**config.mk**
```make
export PLATFORM = sky130hd
export DESIGN_NAME = alu_exec_unit
export DESIGN_NICKNAME = d
export VERILOG_FILES = /design/src/rtl/alu_pkg.sv /design/src/rtl/alu_comb.sv /design/src/rtl/alu_exec_unit.sv
export SDC_FILE = /design/constraint.sdc
export NUM_CORES = 1
export LEC_CHECK = 0
export ABC_AREA = 1
export CAP_MARGIN = 25
export CELL_PAD_IN_SITES_DETAIL_PLACEMENT = 0
export CELL_PAD_IN_SITES_GLOBAL_PLACEMENT = 2
export CORE_ASPECT_RATIO = 1.1
export CORE_UTILIZATION = 36
export CTS_BUF_LIST = sky130_fd_sc_hd__clkbuf_4 sky130_fd_sc_hd__clkbuf_8
export DETAILED_ROUTE_END_ITERATION = 8
export GPL_ROUTABILITY_DRIVEN = 1
export PLACE_DENSITY = 0.95
export SLEW_MARGIN = 0
export SYNTH_ARGS = -nofsm -noshare
export SYNTH_HDL_FRONTEND = slang
export SYNTH_HIERARCHICAL = 1
export SYNTH_SLANG_ARGS = --single-unit
```
**constraint.sdc**
```tcl
create_clock -name clk_i -period 5.85 [get_ports clk_i]
set_input_delay 1.17 -clock clk_i [delete_from_list [all_inputs] [get_ports clk_i]]
set_output_delay 1.17 -clock clk_i [all_outputs]
set_load 0.01 [all_outputs]
```
**src/rtl/alu_pkg.sv**
```systemverilog
// Shared types for the ALU execute stage: control codes and FSM states.
package alu_pkg;

    // Control codes as produced by the upstream ALU control decoder.
    typedef enum logic [3:0] {
        ALU_AND = 4'b0000,
        ALU_OR  = 4'b0001,
        ALU_ADD = 4'b0010,
        ALU_SUB = 4'b0110,
        ALU_SLT = 4'b0111,
        ALU_MUL = 4'b1000
    } alu_ctrl_e;

    typedef enum logic {
        IDLE     = 1'b0,
        MUL_BUSY = 1'b1
    } state_e;

    // True for codes handled in a single registered cycle.
    function automatic logic is_single_cycle(input logic [3:0] code);
        return (code == ALU_AND) || (code == ALU_OR) || (code == ALU_ADD) ||
               (code == ALU_SUB) || (code == ALU_SLT);
    endfunction

endpackage

```
**src/rtl/alu_comb.sv**
```systemverilog
// Combinational single-cycle datapath: AND/OR/ADD/SUB/SLT plus signed overflow.
module alu_comb
    import alu_pkg::*;
#(
    parameter int WIDTH = 32
) (
    input  logic [WIDTH-1:0] a,
    input  logic [WIDTH-1:0] b,
    input  logic [3:0]       ctrl,
    output logic [WIDTH-1:0] result,
    output logic             overflow
);

    logic [WIDTH-1:0] sum;
    logic [WIDTH-1:0] diff;
    logic             ovf_add;
    logic             ovf_sub;
    logic             lt;

    assign sum  = a + b;
    assign diff = a - b;

    // Overflow: operands' signs relate as the op requires, result sign differs from A.
    assign ovf_add = (a[WIDTH-1] == b[WIDTH-1]) & (sum[WIDTH-1]  != a[WIDTH-1]);
    assign ovf_sub = (a[WIDTH-1] != b[WIDTH-1]) & (diff[WIDTH-1] != a[WIDTH-1]);

    // Signed less-than from the subtract: sign corrected by overflow.
    assign lt = diff[WIDTH-1] ^ ovf_sub;

    // Select the result for the decoded op; unknown codes yield zero.
    always_comb begin
        result   = '0;
        overflow = 1'b0;
        case (ctrl)
            ALU_AND: result = a & b;
            ALU_OR:  result = a | b;
            ALU_ADD: begin
                result   = sum;
                overflow = ovf_add;
            end
            ALU_SUB: begin
                result   = diff;
                overflow = ovf_sub;
            end
            ALU_SLT: result = {{(WIDTH-1){1'b0}}, lt};
            default: result = '0;
        endcase
    end

endmodule

```
**src/rtl/alu_exec_unit.sv**
```systemverilog
// ALU execute stage: registered single-cycle ops and an iterative shift-add multiplier.
module alu_exec_unit
    import alu_pkg::*;
#(
    parameter int WIDTH = 32
) (
    input  logic             clk_i,
    input  logic             rst_n,
    input  logic             valid_i,
    output logic             ready_o,
    input  logic             kill_i,
    input  logic [WIDTH-1:0] src1_i,
    input  logic [WIDTH-1:0] src2_i,
    input  logic [3:0]       ALUCtrl_i,
    output logic [WIDTH-1:0] result_o,
    output logic             zero_o,
    output logic             overflow_o,
    output logic             illegal_o,
    output logic             valid_o
);

    localparam int CW = (WIDTH > 1) ? $clog2(WIDTH) : 1;

    state_e           state;
    state_e           state_nxt;
    logic [CW-1:0]    cnt;
    logic [WIDTH-1:0] a_q;
    logic [WIDTH-1:0] b_q;
    logic [WIDTH-1:0] acc;
    logic [WIDTH-1:0] acc_nxt;
    logic [WIDTH-1:0] comb_result;
    logic             comb_overflow;
    logic             accept;
    logic             is_mul;
    logic             is_single;
    logic             mul_last;

    alu_comb #(.WIDTH(WIDTH)) u_comb (
        .a        (src1_i),
        .b        (src2_i),
        .ctrl     (ALUCtrl_i),
        .result   (comb_result),
        .overflow (comb_overflow)
    );

    assign ready_o   = (state == IDLE);
    // A killed offer is never accepted.
    assign accept    = valid_i & ready_o & ~kill_i;
    assign is_mul    = (ALUCtrl_i == ALU_MUL);
    assign is_single = is_single_cycle(ALUCtrl_i);
    assign mul_last  = (cnt == CW'(WIDTH - 1));
    assign acc_nxt   = b_q[cnt] ? (acc + (a_q << cnt)) : acc;

    // Next-state logic: kill wins, MUL runs WIDTH busy cycles.
    always_comb begin
        state_nxt = state;
        if (kill_i) begin
            state_nxt = IDLE;
        end else begin
            case (state)
                IDLE:     if (accept && is_mul) state_nxt = MUL_BUSY;
                MUL_BUSY: if (mul_last)         state_nxt = IDLE;
                default:  state_nxt = IDLE;
            endcase
        end
    end

    // State register.
    always_ff @(posedge clk_i or negedge rst_n) begin
        if (!rst_n) state <= IDLE;
        else        state <= state_nxt;
    end

    // Multiplier operand latches, bit counter and accumulator.
    always_ff @(posedge clk_i or negedge rst_n) begin
        if (!rst_n) begin
            a_q <= '0;
            b_q <= '0;
            acc <= '0;
            cnt <= '0;
        end else if (accept && is_mul) begin
            a_q <= src1_i;
            b_q <= src2_i;
            acc <= '0;
            cnt <= '0;
        end else if (state == MUL_BUSY && !kill_i) begin
            acc <= acc_nxt;
            cnt <= cnt + CW'(1);
        end
    end

    // Output registers; valid_o is a one-cycle pulse, result holds otherwise.
    always_ff @(posedge clk_i or negedge rst_n) begin
        if (!rst_n) begin
            result_o   <= '0;
            zero_o     <= 1'b1;
            overflow_o <= 1'b0;
            illegal_o  <= 1'b0;
            valid_o    <= 1'b0;
        end else begin
            valid_o <= 1'b0;
            if (kill_i) begin
                valid_o <= 1'b0;
            end else if (accept && !is_mul) begin
                result_o   <= is_single ? comb_result : '0;
                zero_o     <= is_single ? (comb_result == '0) : 1'b1;
                overflow_o <= is_single & comb_overflow;
                illegal_o  <= ~is_single;
                valid_o    <= 1'b1;
            end else if (state == MUL_BUSY && mul_last) begin
                result_o   <= acc_nxt;
                zero_o     <= (acc_nxt == '0);
                overflow_o <= 1'b0;
                illegal_o  <= 1'b0;
                valid_o    <= 1'b1;
            end
        end
    end

endmodule
```
=== After elaboration in Yosys (flattened, before gate mapping) ===
Cells that the tools add are included.

* Shift-type cells: 1
* Multiply operators: 0
* Equality and inequality tests: 10
* $add $sub $neg: 4
* Bitwise logic cells: 11
* Reductions and logical operators: 16
* Magnitude comparators: 1
* Muxes and demuxes: 25
* Div/mod/pow operators: 0

{| class="wikitable"
|+ Operator list
! cell !! count
|-
| 32-bit 2-to-1 mux || 6
|-
| 32-bit one-hot mux with 5 select lines || 1
|-
| 32-bit adder || 2
|-
| 32-bit logical NOT || 2
|-
| 32-bit AND || 1
|-
| 32-bit bitwise OR || 1
|-
| 32-bit by 5-bit left shift with 32-bit output || 1
|-
| 32-bit subtractor || 1
|-
| 1-bit 2-to-1 mux || 13
|-
| 5-bit 2-to-1 mux || 2
|-
| 4-bit by 3-bit == test with 1-bit output, second input constant || 2
|-
| 5-bit by 6-bit less-than comparator with 1-bit output, second input constant || 1
|-
| 5-bit by 1-bit adder with 5-bit output, second input constant || 1
|-
| 1-bit AND || 5
|-
| 1-bit binary-select mux with 5-bit select || 1
|-
| 5-bit == test, second input constant || 1
|-
| 4-bit by 1-bit == test with 1-bit output, second input constant || 1
|-
| 4-bit by 2-bit == test with 1-bit output, second input constant || 1
|-
| 4-bit == test, second input constant || 1
|-
| 1-bit logical AND || 4
|-
| 4-bit logical NOT || 1
|-
| 1-bit logical OR || 4
|-
| 1-bit one-hot mux with 2 select lines || 2
|-
| 2-bit nonzero test || 2
|-
| other kinds (6) || 11
|}

* Memories kept: 0
* Bits in read-only memories: 0
* Bits in latches: 0
* Bits in registers: 138
* Input port bits: 72
* RAM bits: 0

=== Depth between registers and ports, before layout ===
Gate-level depths: netlist (run 1).

* Word-level depth: 8
* Gate-level depth with buffers: 30
* Depth with buffers taken out: 27

=== Hierarchy ===
Netlist (run 1), hierarchy kept.

{| class="wikitable"
|+ By module, submodules not included
! module !! instances !! area an instance (sq um) !! cells an instance
|-
| alu_exec_unit || 1 || 10,213.5 || 1,596
|-
| alu_comb || 1 || 6,448.7 || 1,257
|}

=== Worst setup path after synthesis (run 1) ===
Ideal clock, no wire load.

* Path kind: input port to flip-flop
* Start point: in src1_i[14]
* End point: reg zero_o
* Stages on the path: 19
* Buffers on the path: 0
* Path slack: 1.959 ns
* Library setup time: 0.073 ns
* Arrival time: 3.818 ns
* Data required time: 5.777 ns
* Cells stage by stage: inv_1 -> ha_1 -> nor2_2 -> inv_2 -> nor2_4 -> and2_1 -> and2_1 -> nand2_1 -> nand2_1 -> a21oi_1 -> fa_1 -> nor3_1 -> a211oi_1 -> nand3_1 -> nor4_1 -> nand4_1 -> o21bai_1 -> a21oi_1 -> a21oi_1

* Elaborated cells on any way between the ends: 11

{| class="wikitable"
|+ RTL lines
! item !! RTL line !! text
|-
| from (decl) || alu_exec_unit.sv:12 || <nowiki>input logic [WIDTH-1:0] src1_i,</nowiki>
|-
| 32-bit subtractor / 32-bit adder (equally long branches) || alu_comb.sv:21, alu_comb.sv:20 ||
|-
| 32-bit one-hot mux with 5 select lines (*) || alu_comb.sv:34 || <nowiki>case (ctrl)</nowiki>
|-
| net comb_result[31] || alu_exec_unit.sv:31 || <nowiki>logic [WIDTH-1:0] comb_result;</nowiki>
|-
| 32-bit logical NOT (*) || alu_exec_unit.sv:106 || <nowiki>zero_o <= is_single ? (comb_result == '0) : 1'b1;</nowiki>
|-
| 1-bit 2-to-1 mux (*) || alu_exec_unit.sv:106 ||
|-
| 1-bit 2-to-1 mux (*) || alu_exec_unit.sv:104 || <nowiki>end else if (accept && !is_mul) begin</nowiki>
|-
| to (signal assigned) || alu_exec_unit.sv:106 ||
|-
| to (signal assigned) || alu_exec_unit.sv:112 || <nowiki>zero_o <= (acc_nxt == '0);</nowiki>
|-
| to (decl) || alu_exec_unit.sv:16 || <nowiki>output logic zero_o,</nowiki>
|}

The timed path passes the listed nets; every way through them passes the cells marked *.
A chain may end at the register's enable or synchronous reset.

=== Worst setup path in the final report (run 1) ===
* Start point: in src1_i[22]
* End point: reg zero_o

Same word-level chain as after synthesis.

==> results.json, run 1 <==
{
  "clk_pin_slew_ns": 0.09,
  "ant_nets": 0,
  "pre_cts_slack_ns": 0.768,
  "synth_area_leader_cell": "nand2_1",
  "cpPeakStageDelay_ns": 0.63,
  "drive_above_1_share": 0.0485,
  "startpoint": "src1_i[22]",
  "crit_fanout": 9,
  "cts_hold_repair.buffers": 0,
  "r2r-start": "cnt[0]",
  "overflow": 0,
  "period_needed_ns": 4.56,
  "worstHoldEndpoint": "b_q[22]",
  "dp_cells": 3465,
  "yosysMostFrequentCell": "nand2_1",
  "synth_flop_cell": "dfrtp_1",
  "cts_root_buffer": "clkbuf_8",
  "vias": 18500,
  "final_cells": 3502,
  "syn_avg_cell_area_sq_um": 5.84,
  "route.final.wire_length_microns": 71300,
  "cts_setup_buffers": 0,
  "endpoint_kind": "register",
  "drt_iter0_drc": 1563,
  "period_share": 0.779,
  "hpwl_microns": 58500,
  "synth.distinct_cells": 57,
  "viasPerCell": 5.29,
  "critical_path_class": "input port to register",
  "fillers": 5070,
  "power_density_mw_per_mm2": 348,
  "area_delta_synth_final_pct": 11.2,
  "dieWidth_microns": 207,
  "hold_path.class": "register to register",
  "ys_seq_elements": 138,
  "slew_headroom": 0.336,
  "power.total_mw": 6.45,
  "synth_area_sq_mm": 0.0167,
  "setup_slack_ns": 1.29,
  "die_h_microns": 228,
  "p_leak_nw": 10.1,
  "async_reset_ff_frac": 1.00,
  "postSynthCellCount": 2853,
  "crit_arrival_ns": 4.99,
  "grt_max_degree": 85,
  "grt_pass1_vias": 18100,
  "setup-tns-final_ns": 0,
  "synth.area.top_cells": "nand2_1 23%, dfrtp_1 21%, ha_1 10%",
  "synth_edf_count": 0,
  "io_buffers": 108,
  "clk_path_buf_depth": 2,
  "rsz0062_at_grt": "false",
  "crit_chain": "clkdlybuf4s50_1 > inv_1 > ha_1 > nor2_2 > inv_1 > nor3_1 > and2_1 > nand2_1 > nand2_1 > a21oi_1 > fa_1 > nor3_1 > a211oi_1 > nand3_1 > nor4_1 > nand4_1 > o21bai_1 > a21oi_1 > a21oi_1",
  "ys_top_cells_by_count": "1018 x nand2_1, 446 x inv_1, 261 x nand3_1",
  "cts_tree": "built",
  "pin_count": 109,
  "numCtsBuffers": 17,
  "regToRegSetupSlack_ns": 1.31,
  "fin_nets": 3106,
  "ff2ff_path_depth": 21,
  "synth_top_area_frac": 0.229,
  "setup_viol": 0,
  "seq_area_frac_synth": 0.207,
  "clock_sinks": 138,
  "drt_first_pass_iters": 8,
  "stdcell_area_sq_mm": 0.0185,
  "placement_rows": 82,
  "wl_per_cell_microns": 20.4,
  "critical-path-slowest-cell": "clkdlybuf4s50_1",
  "final_hold_viol_count": 0,
  "ir_drop_v": 0.000283,
  "yosysWarnings": 6,
  "core_area_sq_mm": 0.0457,
  "dpl-instance-area_sq_mm": 0.0181,
  "path_common_cell": "a21oi_1",
  "rr_endpoint": "zero_o",
  "clk_latency_ns": 0.50,
  "slew_violations": 0,
  "outcome": "finished clean",
  "htreeDepth": 4,
  "cp-start-kind": "input port",
  "grt_pass1_wl_microns": 107000,
  "skew_ns": 0.0180,
  "post_cts_resized": 0,
  "synth_nets": 3063,
  "start_util": 0.365,
  "cap_viol_max_count": 0,
  "min-delay-start": "b_q[22]",
  "die_area_sq_mm": 0.0471,
  "grt_usage": 0.302,
  "tightest_slew_ns": 0.986,
  "place_congestion": 0.963,
  "fmax_ghz": 0.220,
  "required_ns": 6.29,
  "min_path_cells": 2,
  "antenna_found_initial": 4,
  "remaining_drc_errors": 0
}
## cells by family (layout without fill, tap and decap cells)
logic type / count (synthesis) / count (layout) / share of synthesized area
buf+inv: 566 / 622 / 0.138
other cells: 0 / 5 / 0
flops: 138 / 138 / 0.207
xor+xnor: 12 / 12 / 0.00631
fa+ha+maj: 138 / 138 / 0.105
simple gates: 1620 / 1620 / 0.409
mux: 5 / 5 / 0.00300
compound gates: 374 / 374 / 0.131
## per-stage QoR
| stage | hold slack, ns | utilization |
|---|---|---|
| 2_1_floorplan | 0.441 | - |
| 3_3_place_gp | 0.459 | 0.397 |
| 3_5_place_dp | 0.464 | 0.397 |
| 4_1_cts | 0.487 | 0.406 |
| 5_1_grt | 0.519 | 0.406 |
| 6_report | 0.490 | 0.406 |
## critical path, delay by kind of cell
family,cells,cell delay (ns)
buffers and inverters,3,0.79
AOI/OAI and AO/OA,5,0.71
and+or+nand+nor,9,1.37
adders and majority gates,2,0.97
## flip-flops by register name, summed over array words and instances, names as in the netlist, 5 cells and up
signal / flops
a_q: 32
acc: 32
b_q: 32
result_o: 32
cnt: 5
## metal layers
layer  global-route usage  wire (microns)
met2                0.549           35400
met4                0.135            2850
met1                0.368           30200
met3               0.0221            2860
met5                    0               0
## report_power, final
| part | switching [mW] | internal, mW | leakage (nW) | total, mW |
|---|---|---|---|---|
| Combinational | 2.79 | 1.38 | 8.20 | 4.16 |
| Sequential | 0.225 | 1.24 | 1.73 | 1.47 |
| Clock | 0.436 | 0.382 | 0.208 | 0.819 |
| Total | 3.45 | 3.00 | 10.1 | 6.45 |
## layout by cell type, fill, tap and decap left out, drive strengths merged, types with 2 or more instances in the layout
master         synthesis  final
clkinv                 2      5
clkbuf                46     20
fa                     4      4
nand3                269    269
mux2i                  5      5
o21bai                16     16
a21boi                 2      2
nand3b                14     14
a31oi                 11     11
a21oi                116    116
nor3                  20     20
ha                   134    134
xor2                   9      9
inv                  454    462
or2                    7      7
nand4                 26     26
o21ai                148    148
o22ai                 31     31
nor4                  12     12
diode                  0      5
nor2                 224    224
a22oi                 20     20
nand2               1042   1042
o2111ai                6      6
o211ai                 4      4
xnor2                  3      3
a22o                  15     15
clkdlybuf4s50          0    107
buf                   64     27
and2                   5      5
dfrtp                137    137
## how the worst max path moves through the flow
stage	to	cells past startpoint	slack (ns)
finish	zero_o	19	1.29
global route	zero_o	22	0.88
CTS	zero_o	19	1.29
detailed placement	zero_o	19	0.77
global placement	zero_o	19	0.73
floorplan	zero_o	19	1.96
## area by class of cell
| cell class | count | area [sq um] | area share |
|---|---|---|---|
| Clock inverter | 12 | 125 | 0.00675 |
| Sequential cell | 138 | 3460 | 0.186 |
| Antenna cell | 5 | 12.5 | 0.000675 |
| Multi-Input combinational cell | 2149 | 10900 | 0.590 |
| Clock buffer | 20 | 275 | 0.0149 |
| Inverter | 456 | 1710 | 0.0925 |
| Tap cell | 588 | 736 | 0.0397 |
| Timing Repair Buffer | 134 | 1280 | 0.0693 |
Note: power is estimated with default switching activity, not from simulation.
==> run 2, diff against run 1 <==
--- a/config.mk
+++ b/config.mk
@@ -10,7 +10,7 @@
 export CELL_PAD_IN_SITES_DETAIL_PLACEMENT = 0
 export CELL_PAD_IN_SITES_GLOBAL_PLACEMENT = 2
 export CORE_ASPECT_RATIO = 1.1
-export CORE_UTILIZATION = 36
+export CORE_UTILIZATION = 33
 export CTS_BUF_LIST = sky130_fd_sc_hd__clkbuf_4 sky130_fd_sc_hd__clkbuf_8
 export DETAILED_ROUTE_END_ITERATION = 8
 export GPL_ROUTABILITY_DRIVEN = 1
==> constraint.sdc (replaced) <==
create_clock -name clk_i -period 4.33 [get_ports clk_i]
set_input_delay 0.866 -clock clk_i [delete_from_list [all_inputs] [get_ports clk_i]]
set_output_delay 0.866 -clock clk_i [all_outputs]
set_load 0.01 [all_outputs]
==> run 2 against run 1 <==
Net effect:
- non-clock buffer count increased by 190
- clock power increased by 32%
- worst setup slack got worse by 1.0 ns
- sequential share of layout area decreased by 1.5 points
- die area increased by 9.0%
- clock-buffer cell count decreased by 1
- global-route usage decreased by 3.2 points
- flip-flop and latch count unchanged
- clock skew about the same
- critical endpoint unchanged
- largest cell class unchanged
==> results.json, run 2 (synthesized netlist as in run 1, its figures left out) <==
{
  "ant_nets": 0,
  "htreeDepth": 4,
  "crit_arrival_ns": 4.49,
  "p_seq_frac": 0.220,
  "dieWidth_microns": 216,
  "fin_nets": 3296,
  "clock_sinks": 138,
  "fillers": 5446,
  "cp-start-kind": "register",
  "endpoint_kind": "register",
  "cap_viol_max_count": 0,
  "critical_path_class": "register to register",
  "ir_drop_v": 0.000235,
  "numCtsBuffers": 17,
  "start_util": 0.334,
  "skew_ns": 0.0178,
  "switchingPower_mw": 4.74,
  "clk_latency_ns": 0.49,
  "slew_violations": 0,
  "setup_viol": 0,
  "power_density_mw_per_mm2": 447,
  "multi_input_area_sq_mm": 0.0110,
  "pre_cts_slack_ns": -0.155,
  "setup_slack_ns": 0.256,
  "drt_iter0_drc": 1633,
  "r2r-start": "cnt[0]",
  "route.final.wire_length_microns": 69500,
  "placement_rows": 86,
  "internal-power_mw": 4.27,
  "io_buffers": 108,
  "regArea_sq_mm": 0.00346,
  "period_needed_ns": 4.07,
  "rr_endpoint": "zero_o",
  "grt_max_degree": 76,
  "cts_hold_repair.buffers": 0,
  "drive_above_1_share": 0.109,
  "cts_root_buffer": "clkbuf_8",
  "hold_path.class": "input port to asynchronous set/reset pin",
  "period_share": 0.941,
  "layout_commonest_cell": "nand2_1",
  "clk_path_buf_depth": 2,
  "ff2ff_path_depth": 26,
  "clk_pin_slew_ns": 0.08,
  "grt_pass1_vias": 18900,
  "vias": 19400,
  "wl_per_cell_microns": 18.5,
  "final_hold_viol_count": 0,
  "critPathTopFamily": "simple AND/OR/NAND/NOR gates",
  "critPathBufInv": 5,
  "viasPerCell": 5.15,
  "path_common_cell": "nand2_1",
  "die_area_sq_mm": 0.0514,
  "critical-path-slowest-cell": "dfrtp_2",
  "cpPeakStageDelay_ns": 0.47,
  "pin_count": 109,
  "hold_ws_ns": 0.391,
  "fmax_ghz": 0.245,
  "core_area_sq_mm": 0.0499,
  "remaining_drc_errors": 0,
  "sw_frac_of_total": 0.526,
  "required_ns": 4.75,
  "outcome": "finished clean",
  "antenna_found_initial": 2,
  "overflow": 0,
  "tightest_slew_ns": 0.785,
  "grt_pass1_wl_microns": 107000,
  "area_delta_synth_final_pct": 21.0,
  "regToRegSetupSlack_ns": 0.26,
  "drt_first_pass_iters": 8,
  "final_cell_mix": "1018 x nand2_1, 446 x inv_1, 261 x nand3_1, 209 x buf_4, 205 x nor2_1",
  "clockPowerShare": 0.120,
  "combPwrFrac": 0.660,
  "cts_tree": "built",
  "p_leak_nw": 11.1,
  "slew_headroom": 0.477,
  "crit_fanout": 26,
  "die_h_microns": 238,
  "grt_usage": 0.270,
  "place_congestion": 1.02,
  "hpwl_microns": 57300,
  "power.total_mw": 9.01,
  "startpoint": "cnt[0]"
}
[run 2: cell count changes in the layout (fill, tap and decap cells not counted), sizes merged]
cell      delta
buf        +189
clkinv       +2
clkinvlp     +2
diode        -3
inv          -3
[run 2: power by group through the flow]
stage	Clock (mW)	Combinational, mW	Sequential (mW)
2_1_floorplan	0	3.74	1.96
3_3_place_gp	0	5.73	1.99
3_5_place_dp	0	5.76	2.00
4_1_cts	1.10	5.79	1.98
5_1_grt	1.14	6.58	2.03
6_report	1.08	5.94	1.98
[run 2: layout make-up]
cell class | instances | share of cell area
Tap cell | 660 | 0.0410
Antenna cell | 2 | 0.000248
Clock buffer | 19 | 0.0127
Sequential cell | 138 | 0.171
Timing Repair Buffer | 324 | 0.139
Clock inverter | 13 | 0.00664
Inverter | 456 | 0.0854
Multi-Input combinational cell | 2149 | 0.544
[run 2: stage by stage]
step / cells / cell area (sq um) / TNS, ns / utilization
2_1_floorplan: 2853 / 16700 / 0 / -
3_3_place_gp: 3725 / 19700 / -0.113 / 0.394
3_5_place_dp: 3725 / 19700 / -0.155 / 0.394
4_1_cts: 3757 / 20100 / 0 / 0.402
5_1_grt: 3761 / 20200 / -0.000596 / 0.404
6_report: 3761 / 20200 / 0 / 0.404
[run 2: worst max-delay path by stage]
stage / to / cells after the start
global placement: zero_o / 20
global route: zero_o / 26
detailed placement: zero_o / 20
CTS: zero_o / 25
finish: zero_o / 26
floorplan: zero_o / 19
[run 2: metal layers]
layer / vias to the layer above / share of wire / GRT usage
met5: - / 0 / 0
met4: 0 / 0.056 / 0.151
met3: 174 / 0.061 / 0.0320
met2: 733 / 0.48 / 0.468
met1: 8999 / 0.40 / 0.323
li1: 9476 / - / -
[run 2: what timing repair did]
| action | 4_1_cts | 5_1_grt |
|---|---|---|
| setup buffers | 0 | 1 |
| gates cloned | 0 | 1 |
| resized for setup | 1 | 19 |
| endpoints found under the setup margin | 1 | 4 |
==> run 3, diff against run 2 <==
--- a/config.mk
+++ b/config.mk
@@ -15,7 +15,7 @@
 export DETAILED_ROUTE_END_ITERATION = 8
 export GPL_ROUTABILITY_DRIVEN = 1
 export PLACE_DENSITY = 0.95
-export SLEW_MARGIN = 0
+export SLEW_MARGIN = 20
 export SYNTH_ARGS = -nofsm -noshare
 export SYNTH_HDL_FRONTEND = slang
 export SYNTH_HIERARCHICAL = 1
==> results of run 3 <==
Final layout, timing and power as in run 2 (identical DEF).
